### src/rtl/game_pkg.sv
// Shared definitions for the whack-a-mole controller: state codes, LFSR constants, helpers.
// Latency: n/a (types, constants and pure functions only).
// Backpressure: n/a.
package game_pkg;

    // Game state encoding, visible on the state output
    typedef enum logic [2:0] {
        ST_IDLE = 3'd0,
        ST_GAP  = 3'd1,
        ST_SHOW = 3'd2,
        ST_HIT  = 3'd3,
        ST_MISS = 3'd4,
        ST_OVER = 3'd5
    } game_state_e;

    // Reset value of the mole-selection LFSR (any non-zero value works)
    localparam logic [15:0] LFSR_SEED = 16'hACE1;

    // Right-shifting Galois taps for x^16 + x^14 + x^13 + x^11 + 1
    localparam logic [15:0] LFSR_TAPS = 16'hB400;

    // One Galois step: shift right, fold the output bit back through the taps
    function automatic logic [15:0] lfsr_next(input logic [15:0] cur);
        logic [15:0] shifted;
        shifted = {1'b0, cur[15:1]};
        return cur[0] ? (shifted ^ LFSR_TAPS) : shifted;
    endfunction

    // Map a random nibble to a mole position, bumping by one if it would
    // light the same mole twice in a row
    function automatic logic [3:0] pick_index(input logic [3:0]  raw,
                                              input logic [3:0]  prev,
                                              input int unsigned n);
        logic [4:0] lim;
        logic [4:0] idx;
        lim = 5'(n);
        idx = {1'b0, raw} % lim;
        if (idx[3:0] == prev) begin
            idx = ((idx + 5'd1) == lim) ? 5'd0 : (idx + 5'd1);
        end
        return idx[3:0];
    endfunction

endpackage

### src/rtl/mole_lfsr.sv
// 16-bit Galois LFSR that free-runs every clock and supplies the random mole nibble.
// Latency: nibble reflects the current register; it advances one step per clock.
// Backpressure: none; it never stalls and is reseeded if it ever hits zero.
module mole_lfsr
    import game_pkg::*;
(
    input  logic       clk_i,
    input  logic       rst_ni,
    output logic [3:0] nib_o
);

    logic [15:0] lfsr_q;
    logic [15:0] lfsr_d;

    // Next value; the all-zero lock-up state is unreachable from a non-zero
    // seed, but fall back to the seed anyway so an upset cannot freeze it
    always_comb begin
        lfsr_d = lfsr_next(lfsr_q);
        if (lfsr_d == 16'h0000) begin
            lfsr_d = LFSR_SEED;
        end
    end

    // Step on every clock, seed while in reset
    always_ff @(posedge clk_i or negedge rst_ni) begin
        if (!rst_ni) begin
            lfsr_q <= LFSR_SEED;
        end else begin
            lfsr_q <= lfsr_d;
        end
    end

    assign nib_o = lfsr_q[3:0];

endmodule

### src/rtl/game_fsm_n.sv
// Whack-a-mole game controller: gap/show timing, hit/miss scoring, lives and game-over.
// Latency: inputs are registered once, so a button press acts on the second clock edge.
// Backpressure: none; buttons and time_up are levels sampled every clock.
module game_fsm_n
    import game_pkg::*;
#(
    parameter int unsigned N_MOLES     = 4,
    parameter int unsigned MOLE_CYCLES = 25_000_000,
    parameter int unsigned GAP_CYCLES  = 12_500_000,
    parameter int unsigned LIVES       = 3,
    parameter int unsigned SCORE_W     = 8
) (
    input  logic               clk,
    input  logic               reset,
    input  logic               start,
    input  logic [N_MOLES-1:0] whack,
    input  logic               time_up,
    output logic [2:0]         state,
    output logic [N_MOLES-1:0] mole,
    output logic [SCORE_W-1:0] score,
    output logic [3:0]         lives,
    output logic               hit_pulse,
    output logic               miss_pulse
);

    // Phase counter sized for the longer of the two timed phases
    localparam int unsigned CNT_MAX = (MOLE_CYCLES > GAP_CYCLES) ? MOLE_CYCLES : GAP_CYCLES;
    localparam int unsigned CNT_W   = $clog2(CNT_MAX + 1);

    // Counter runs load..0, so a phase occupies exactly load+1 clocks
    localparam logic [CNT_W-1:0] GAP_LOAD   = CNT_W'(GAP_CYCLES - 1);
    localparam logic [CNT_W-1:0] SHOW_LOAD  = CNT_W'(MOLE_CYCLES - 1);
    localparam logic [CNT_W-1:0] CNT_ONE    = CNT_W'(1);
    localparam logic [3:0]       LIVES_INIT = 4'(LIVES);
    localparam logic [SCORE_W-1:0] SCORE_ONE = SCORE_W'(1);

    // Input synchronising registers
    logic               start_q;
    logic               start_prev_q;
    logic [N_MOLES-1:0] whack_q;
    logic               time_up_q;

    // Game state
    game_state_e        state_q;
    logic [CNT_W-1:0]   cnt_q;
    logic [SCORE_W-1:0] score_q;
    logic [3:0]         lives_q;
    logic [N_MOLES-1:0] mole_q;
    logic [3:0]         idx_q;
    logic               hit_pulse_q;
    logic               miss_pulse_q;

    // Candidate mole for the next SHOW entry
    logic [3:0]         idx_d;
    logic [N_MOLES-1:0] mole_d;
    logic [3:0]         lfsr_nib;

    logic start_rise;
    logic mole_hit;
    logic any_whack;

    mole_lfsr u_lfsr (
        .clk_i  (clk),
        .rst_ni (reset),
        .nib_o  (lfsr_nib)
    );

    // Register the raw buttons and timer once; keep last start for edge detect
    always_ff @(posedge clk or negedge reset) begin
        if (!reset) begin
            start_q      <= 1'b0;
            start_prev_q <= 1'b0;
            whack_q      <= '0;
            time_up_q    <= 1'b0;
        end else begin
            start_q      <= start;
            start_prev_q <= start_q;
            whack_q      <= whack;
            time_up_q    <= time_up;
        end
    end

    assign start_rise = start_q & ~start_prev_q;
    assign mole_hit   = |(whack_q & mole_q);
    assign any_whack  = |whack_q;

    // Pick the next mole from the LFSR, avoiding an immediate repeat of idx_q
    always_comb begin
        idx_d  = pick_index(lfsr_nib, idx_q, N_MOLES);
        mole_d = N_MOLES'(1) << idx_d;
    end

    // Game FSM with registered outputs; time_up overrides every in-game move
    always_ff @(posedge clk or negedge reset) begin
        if (!reset) begin
            state_q      <= ST_IDLE;
            cnt_q        <= '0;
            score_q      <= '0;
            lives_q      <= LIVES_INIT;
            mole_q       <= '0;
            idx_q        <= '0;
            hit_pulse_q  <= 1'b0;
            miss_pulse_q <= 1'b0;
        end else begin
            hit_pulse_q  <= 1'b0;
            miss_pulse_q <= 1'b0;
            case (state_q)
                ST_IDLE: begin
                    mole_q <= '0;
                    if (start_rise) begin
                        score_q <= '0;
                        lives_q <= LIVES_INIT;
                        state_q <= ST_GAP;
                        cnt_q   <= GAP_LOAD;
                    end
                end
                ST_GAP: begin
                    if (time_up_q) begin
                        state_q <= ST_OVER;
                        cnt_q   <= '0;
                    end else if (cnt_q == '0) begin
                        state_q <= ST_SHOW;
                        cnt_q   <= SHOW_LOAD;
                        idx_q   <= idx_d;
                        mole_q  <= mole_d;
                    end else begin
                        cnt_q <= cnt_q - CNT_ONE;
                    end
                end
                ST_SHOW: begin
                    if (time_up_q) begin
                        state_q <= ST_OVER;
                        cnt_q   <= '0;
                        mole_q  <= '0;
                    end else if (mole_hit) begin
                        // Lit bit wins even if stray buttons are pressed too
                        state_q     <= ST_HIT;
                        cnt_q       <= '0;
                        mole_q      <= '0;
                        hit_pulse_q <= 1'b1;
                        if (score_q != '1) begin
                            score_q <= score_q + SCORE_ONE;
                        end
                    end else if (any_whack || (cnt_q == '0)) begin
                        state_q      <= ST_MISS;
                        cnt_q        <= '0;
                        mole_q       <= '0;
                        miss_pulse_q <= 1'b1;
                        lives_q      <= (lives_q != 4'd0) ? (lives_q - 4'd1) : 4'd0;
                    end else begin
                        cnt_q <= cnt_q - CNT_ONE;
                    end
                end
                ST_HIT: begin
                    if (time_up_q) begin
                        state_q <= ST_OVER;
                        cnt_q   <= '0;
                    end else begin
                        state_q <= ST_GAP;
                        cnt_q   <= GAP_LOAD;
                    end
                end
                ST_MISS: begin
                    // lives_q already holds the decremented count here
                    if (time_up_q || (lives_q == 4'd0)) begin
                        state_q <= ST_OVER;
                        cnt_q   <= '0;
                    end else begin
                        state_q <= ST_GAP;
                        cnt_q   <= GAP_LOAD;
                    end
                end
                ST_OVER: begin
                    mole_q <= '0;
                    if (start_rise) begin
                        state_q <= ST_IDLE;
                        cnt_q   <= '0;
                    end
                end
                default: begin
                    state_q <= ST_IDLE;
                    cnt_q   <= '0;
                    mole_q  <= '0;
                end
            endcase
        end
    end

    assign state      = state_q;
    assign mole       = mole_q;
    assign score      = score_q;
    assign lives      = lives_q;
    assign hit_pulse  = hit_pulse_q;
    assign miss_pulse = miss_pulse_q;

endmodule
### config.mk
export PLATFORM = sky130hd
export DESIGN_NAME = game_fsm_n
export DESIGN_NICKNAME = d
export VERILOG_FILES = /design/src/rtl/game_pkg.sv /design/src/rtl/mole_lfsr.sv /design/src/rtl/game_fsm_n.sv
export SDC_FILE = /design/constraint.sdc
export NUM_CORES = 1
export LEC_CHECK = 0
export ABC_AREA = 1
export CORE_UTILIZATION = 63
export CTS_CLUSTER_SIZE = 24
export DETAILED_ROUTE_END_ITERATION = 10
export PLACE_DENSITY = 0.87
export SLEW_MARGIN = 15
export SYNTH_ARGS = -nofsm -noshare
export SYNTH_HDL_FRONTEND = slang
export SYNTH_SLANG_ARGS = --single-unit
### constraint.sdc
create_clock -name clk -period 3.55 [get_ports clk]
set_clock_uncertainty 0.1 [all_clocks]
set_input_delay 0.5325 -clock clk [delete_from_list [all_inputs] [get_ports clk]]
set_output_delay 0.5325 -clock clk [all_outputs]
set_load 0.01 [all_outputs]
* Word-level counts from Yosys, hierarchy flattened
Index checks and enable logic that the tools add are counted.
** Cells by class
- Reductions and logical operators :: 17
- Mux-type cells :: 48
- Equal/unequal tests :: 19
- Shift-type cells :: 1
- Add/subtract/negate cells :: 4
- Bitwise gates (word level) :: 6
** Operator list (count)
- two-way mux 25 bit :: 7
- one-hot mux 25 bit (6 select lines) :: 1
- two-way mux 24 bit :: 2
- two-way mux 4 bit :: 10
- two-way mux 3 bit :: 11
- two-way mux 16 bit :: 2
- two-way mux 8 bit :: 4
- logical NOT 25 bit :: 1
- subtractor 25 x 1 -> 25 bit, second input constant :: 1
- inequality test 2 bit, second input constant :: 9
- one-hot mux 3 bit (6 select lines) :: 1
- logical NOT 16 bit :: 1
- one-hot mux 8 bit (2 select lines) :: 1
- one-hot mux 4 bit (3 select lines) :: 1
- AND reduction 5 bit :: 2
- adder 8 x 1 -> 8 bit, second input constant :: 1
- inequality test 8 bit, second input constant :: 1
- one-hot mux 4 bit (2 select lines) :: 1
- AND reduction 4 bit :: 2
- OR reduction 4 bit :: 2
- two-way mux 1 bit :: 7
- equality test 3 x 2 -> 1 bit, second input constant :: 2
- equality test 3 bit, second input constant :: 2
- equality test 5 x 3 -> 1 bit, second input constant :: 1
- 19 further kinds :: 22
** Storage, ports and cells
- Logic and storage cells :: 108
- Input port bits :: 8
- Register bits :: 73
- Output and inout bits :: 21

* Logic depth before layout (Yosys ltp)
- Depth after elaboration :: 8
- Depth in mapped cells :: 12
- Mapped depth without buffers :: 12

* Hierarchy
Synthesis repeated with hierarchy kept, for this count alone.
** Second synthesis, totals
- Cells, all modules :: 562
- Area, all modules :: 4161.5 sq um
** Modules (own cells, without submodules)
- game_fsm_n :: cells an instance 495, seq. area each 1403.8 sq um, times used 1, area each 3507.1 sq um
- mole_lfsr :: cells an instance 67, seq. area each 410.4 sq um, times used 1, area each 654.4 sq um

* Least setup slack after synthesis
OpenSTA, ideal clock, no wires.
- Path type :: register -> register
- Start :: register cnt_q[0]
- End :: register cnt_q[14]
- Library setup time :: 132 ps
- Cell stages (with the launch flop) :: 11
- Required time :: 3318 ps
- Arrival :: 1610 ps
- Period minus slack after synthesis :: 1842 ps
- Buffers on the path :: 0
- Path slack :: 1708 ps
- Path through :: dfrtp_1 inv_1 ha_1 nand2_1 nor2_1 nand2_1 nor2_1 xor2_1 nand2_1 nand2_1 o21ai_0
** Between the ends
- Longest elaborated chain between the ends :: 6
- Elaborated cells on any way between the ends :: 9
- Classes of those cells :: 1 x add/sub; 6 x mux; 2 x reduce/logical
** Ends and longest elaborated chain
- start: declaration :: RTL line game_fsm_n.sv:45 : logic [CNT_W-1:0] cnt_q;
- start signal: assignment :: RTL line game_fsm_n.sv:127 : cnt_q <= cnt_q - CNT_ONE;
- start signal: assignment :: RTL line game_fsm_n.sv:151 : cnt_q <= cnt_q - CNT_ONE;
- branches (longest 5 deep; another with subtractor 25 x 1 -> 25 bit)
- one-hot mux 25 bit (6 select lines) (*) :: RTL line game_fsm_n.sv:107 : case (state_q)
Mark *: on every way between the ends.
A chain may end at the register's enable or synchronous reset.

* Worst setup path after layout
- Start :: register start_q
- End :: register score_q[3], in the netlist score[3]
** Between the ends
- Longest elaborated chain between the ends :: 3
** Ends and longest elaborated chain
- start: declaration :: RTL line game_fsm_n.sv:38 : logic start_q;
- start signal: assignment :: RTL line game_fsm_n.sv:76 : start_q <= start;
- bitwise AND 1 bit :: RTL line game_fsm_n.sv:83 : assign start_rise = start_q & ~start_prev_q;
- inequality test 2 bit (no line)
- AND reduction 5 bit (no line)
- end signal: assignment :: RTL line game_fsm_n.sv:142 : score_q <= score_q + SCORE_ONE;
- end: declaration :: RTL line game_fsm_n.sv:46 : logic [SCORE_W-1:0] score_q;
Every way passes these cells.

==> Flow_metrics.wiki <==
{| class="wikitable"
! Metric !! Value
|-
| Power Density || slightly above 700 mW/mm2
|-
| Insertion delay to the later sink of the worst-skew pair || 360 ps
|-
| Summed negative setup slack over all endpoints || 0 ps
|-
| Global routing met1 resource utilization || 0.350
|-
| Clk buf depth || 2
|-
| Horizontal die dimension || 80.7 um
|-
| Via count of the first global-routing pass || approximately 3200
|-
| Worst Max-Slew Pin Slew || 859 ps
|-
| Most common library cells after synthesis || sky130_fd_sc_hd__nand2_1 (147), sky130_fd_sc_hd__dfrtp_1 (62), sky130_fd_sc_hd__nor2_1 (62), sky130_fd_sc_hd__inv_1 (51), sky130_fd_sc_hd__nand3_1 (41)
|-
| Routed wire length per instance || 13.8 um
|-
| First-pass iteration count of the detailed router || 5
|-
| Post-synthesis register bit count || 72
|-
| Via-to-Cell Ratio || 5.55
|-
| Area grow syn2layout || 12.9%
|-
| DRC errors left || 0
|-
| Maximum clock rate || roughly 440 MHz
|-
| Count of boundary I/O pins || 29
|-
| Largest area contributor in the synthesized netlist || sky130_fd_sc_hd__dfrtp_1
|-
| Met3 track demand over resource || 0.0618
|-
| Final core utilization || 0.741
|-
| GRT Residual Overflow || 0
|-
| Most repeated cell in the gate-level netlist after synthesis || sky130_fd_sc_hd__nand2_1
|-
| Top post-synthesis cells by area || sky130_fd_sc_hd__dfrtp_1 (40%), sky130_fd_sc_hd__nand2_1 (14%), sky130_fd_sc_hd__dfstp_2 (6.7%)
|-
| GRT Util Overall || 0.285
|-
| Vert. Die Dim || about 80 um
|-
| Rows || 28
|-
| Post-synthesis instance area || roughly 0.0039 mm2
|-
| Element type at the critical path end || flop
|-
| Layout cell share with drive strength beyond 1 || 0.103
|-
| Count of max-cap constraint violations || 0
|-
| Warning count from the yosys run || 0
|-
| Fraction of post-synthesis cell area in the top cell type by area || 0.397
|-
| Met2 routing resource usage after global routing || 0.480
|-
| Full die area || about 0.0065 mm2
|-
| Maximum resistive drop on vdd || 0.412 mV
|-
| Setup slack after placement || ~1400 ps
|-
| Synth Area per Inst || 7.76 um2
|-
| Sequential share of the synthesized area || 0.465
|-
| Sinks on the clock net || 72
|-
| Clock input transition at the sequential cells of the worst setup and hold paths || 80 ps
|-
| Detailed Place HPWL || 6.10 mm
|-
| Total of buffers placed on input and output ports || 28
|-
| Final setup violation count || 0
|-
| Clock root buffer || sky130_fd_sc_hd__clkbuf_8
|-
| Synthesized Nets || 516
|-
| Setup slack of the critical path after layout || 1260 ps
|-
| Global-route wire length before repair || 14.1 mm
|-
| Min Tclk post-route || around 2300 ps
|-
| Number of design-rule violations left by the first detailed-router iteration || 175
|-
| Number of buffers added by the clock tree synthesis step || 9
|-
| Fraction of the cycle the final worst path needs || 0.644
|-
| Fraction of synthesis flops using an asynchronous set or reset pin || 1.00
|-
| Slew Limit Headroom || 0.425
|-
| Total Power Consumption || 3.13 mW
|-
| Cell leakage power || 2.13 nW
|-
| Resized Gates After CTS || 0
|-
| Required time of the worst setup path || roughly 3700 ps
|-
| Result of the run || finished, final reports clean
|-
| Grt peak-use layer || met2
|-
| Core area || 0.00596 mm2
|-
| Top_reg_cell synth || sky130_fd_sc_hd__dfrtp_1
|-
| Post-CTS setup-driven buffer insertion count || 0
|-
| Slew Limit Fails || 0
|-
| Worst hold slack after final layout || between 60 and 70 ps
|-
| Start-to-end type of the worst setup path || flop to flop
|-
| Fin. Hold Viols || 0
|-
| Antenna violations before repair || 0
|-
| EDFF count, synth || 0
|-
| Kind of start point of the critical path || flop
|-
| TritonCTS clock tree || yes
|-
| Number of cells produced by synthesis || a little over 500
|-
| Unrepaired setup endpoints after global routing || false
|-
| Arrival time of the worst setup path || 2440 ps
|-
| Count of nets after finishing || ~540
|-
| Peak fanout along the critical path || 14
|-
| Post-CTS Hold Fix Bufs || 0
|-
| Antenna cells || 0
|-
| Number of library cell types mapped by synthesis || 33
|-
| Wire length after detailed routing || approximately 8.4 mm
|-
| Worst Hold Class || input pin to async pin
|-
| Largest net degree at the start of global routing || 48
|-
| Total number of vias || 3386
|-
| Initial standard-cell utilization of the core || 0.656
|-
| Post-route antenna net violation count || 0
|-
| CTS H-tree depth || 3
|-
| Final Wtd Congestion || 0.922
|}
==> critical path, stage by stage, from the launching register on <==
cell	delay (ps)
sky130_fd_sc_hd__dfrtp_1	350
sky130_fd_sc_hd__inv_1	40
sky130_fd_sc_hd__nor2_1	240
sky130_fd_sc_hd__nor2_1	110
sky130_fd_sc_hd__nor3_1	220
sky130_fd_sc_hd__nand2_1	140
sky130_fd_sc_hd__nor2_1	670
sky130_fd_sc_hd__nand3_1	150
sky130_fd_sc_hd__nand2_1	110
sky130_fd_sc_hd__nor2_1	40
==> logic make-up (layout without fill, tap and decap cells) <==
logic type	after synthesis	in the layout	synth area share
simple gates	293	293	0.342
compound gates	42	42	0.0567
fa+ha+maj	5	5	0.0160
xor+xnor	20	20	0.0449
flops	72	72	0.465
buf+inv	71	103	0.0759
==> placed cells by master, fill, tap and decap left out, types with 9 or more instances in the layout <==
cell type                           n
sky130_fd_sc_hd__nand2_1          147
sky130_fd_sc_hd__nor2_1            62
sky130_fd_sc_hd__dfrtp_1           62
sky130_fd_sc_hd__inv_1             51
sky130_fd_sc_hd__nand3_1           41
sky130_fd_sc_hd__clkdlybuf4s50_1   27
sky130_fd_sc_hd__o21ai_0           23
sky130_fd_sc_hd__xor2_1            15
sky130_fd_sc_hd__dfstp_2           10
sky130_fd_sc_hd__a21oi_1            9
sky130_fd_sc_hd__clkbuf_8           9
==> where the power goes <==
group / switching (mW) / internal (mW)
Combinational: 0.855 / 0.450
Sequential: 0.176 / 0.984
Clock: 0.338 / 0.330
Total: 1.37 / 1.76
==> per-stage QoR <==
step / instances / cell area [um2]
after CTS: 610 / 4410
after global routing: 610 / 4410
final: 610 / 4410
after floorplan: 503 / 3910
after detailed placement: 594 / 4210
after global placement: 594 / 4210
==> per-layer routing <==
layer  routed length, um  part of all wire
met5                   0                 0
met3                 405             0.048
met4                 185             0.022
met2                4080              0.49
met1                3720              0.44
==> cell type report <==
cell class	count	area, um2
Clock buffer	9	124
Clock inverter	7	77.6
Fill cell	429	1550
Inverter	57	216
Multi-Input combinational cell	360	1790
Sequential cell	72	1810
Tap cell	75	93.8
Timing Repair Buffer	30	290
==> worst paths after layout <==
path,slack [ps],from,cells past startpoint,endpoint
worst max-delay path,1260,start_q,9,score[3]
worst min-delay path,70,reset,2,score[6]
worst max register to register,1260,start_q,9,score[3]
worst min register to register,290,start_q,0,start_prev_q
max in group asynchronous,2770,reset,2,cnt_q[8]
min in group clk,290,start_q,0,start_prev_q
==> state kept, by name (all words and copies together), names as in the netlist, 3 cells and up <==
| signal | flops |
|---|---|
| u_lfsr.lfsr_q | 16 |
| idx_q | 3 |
| mole | 4 |
| lives | 4 |
| score | 8 |
| cnt_q | 25 |
| whack_q | 4 |
| state | 3 |
No activity file was read; power rests on OpenSTA's default activity.
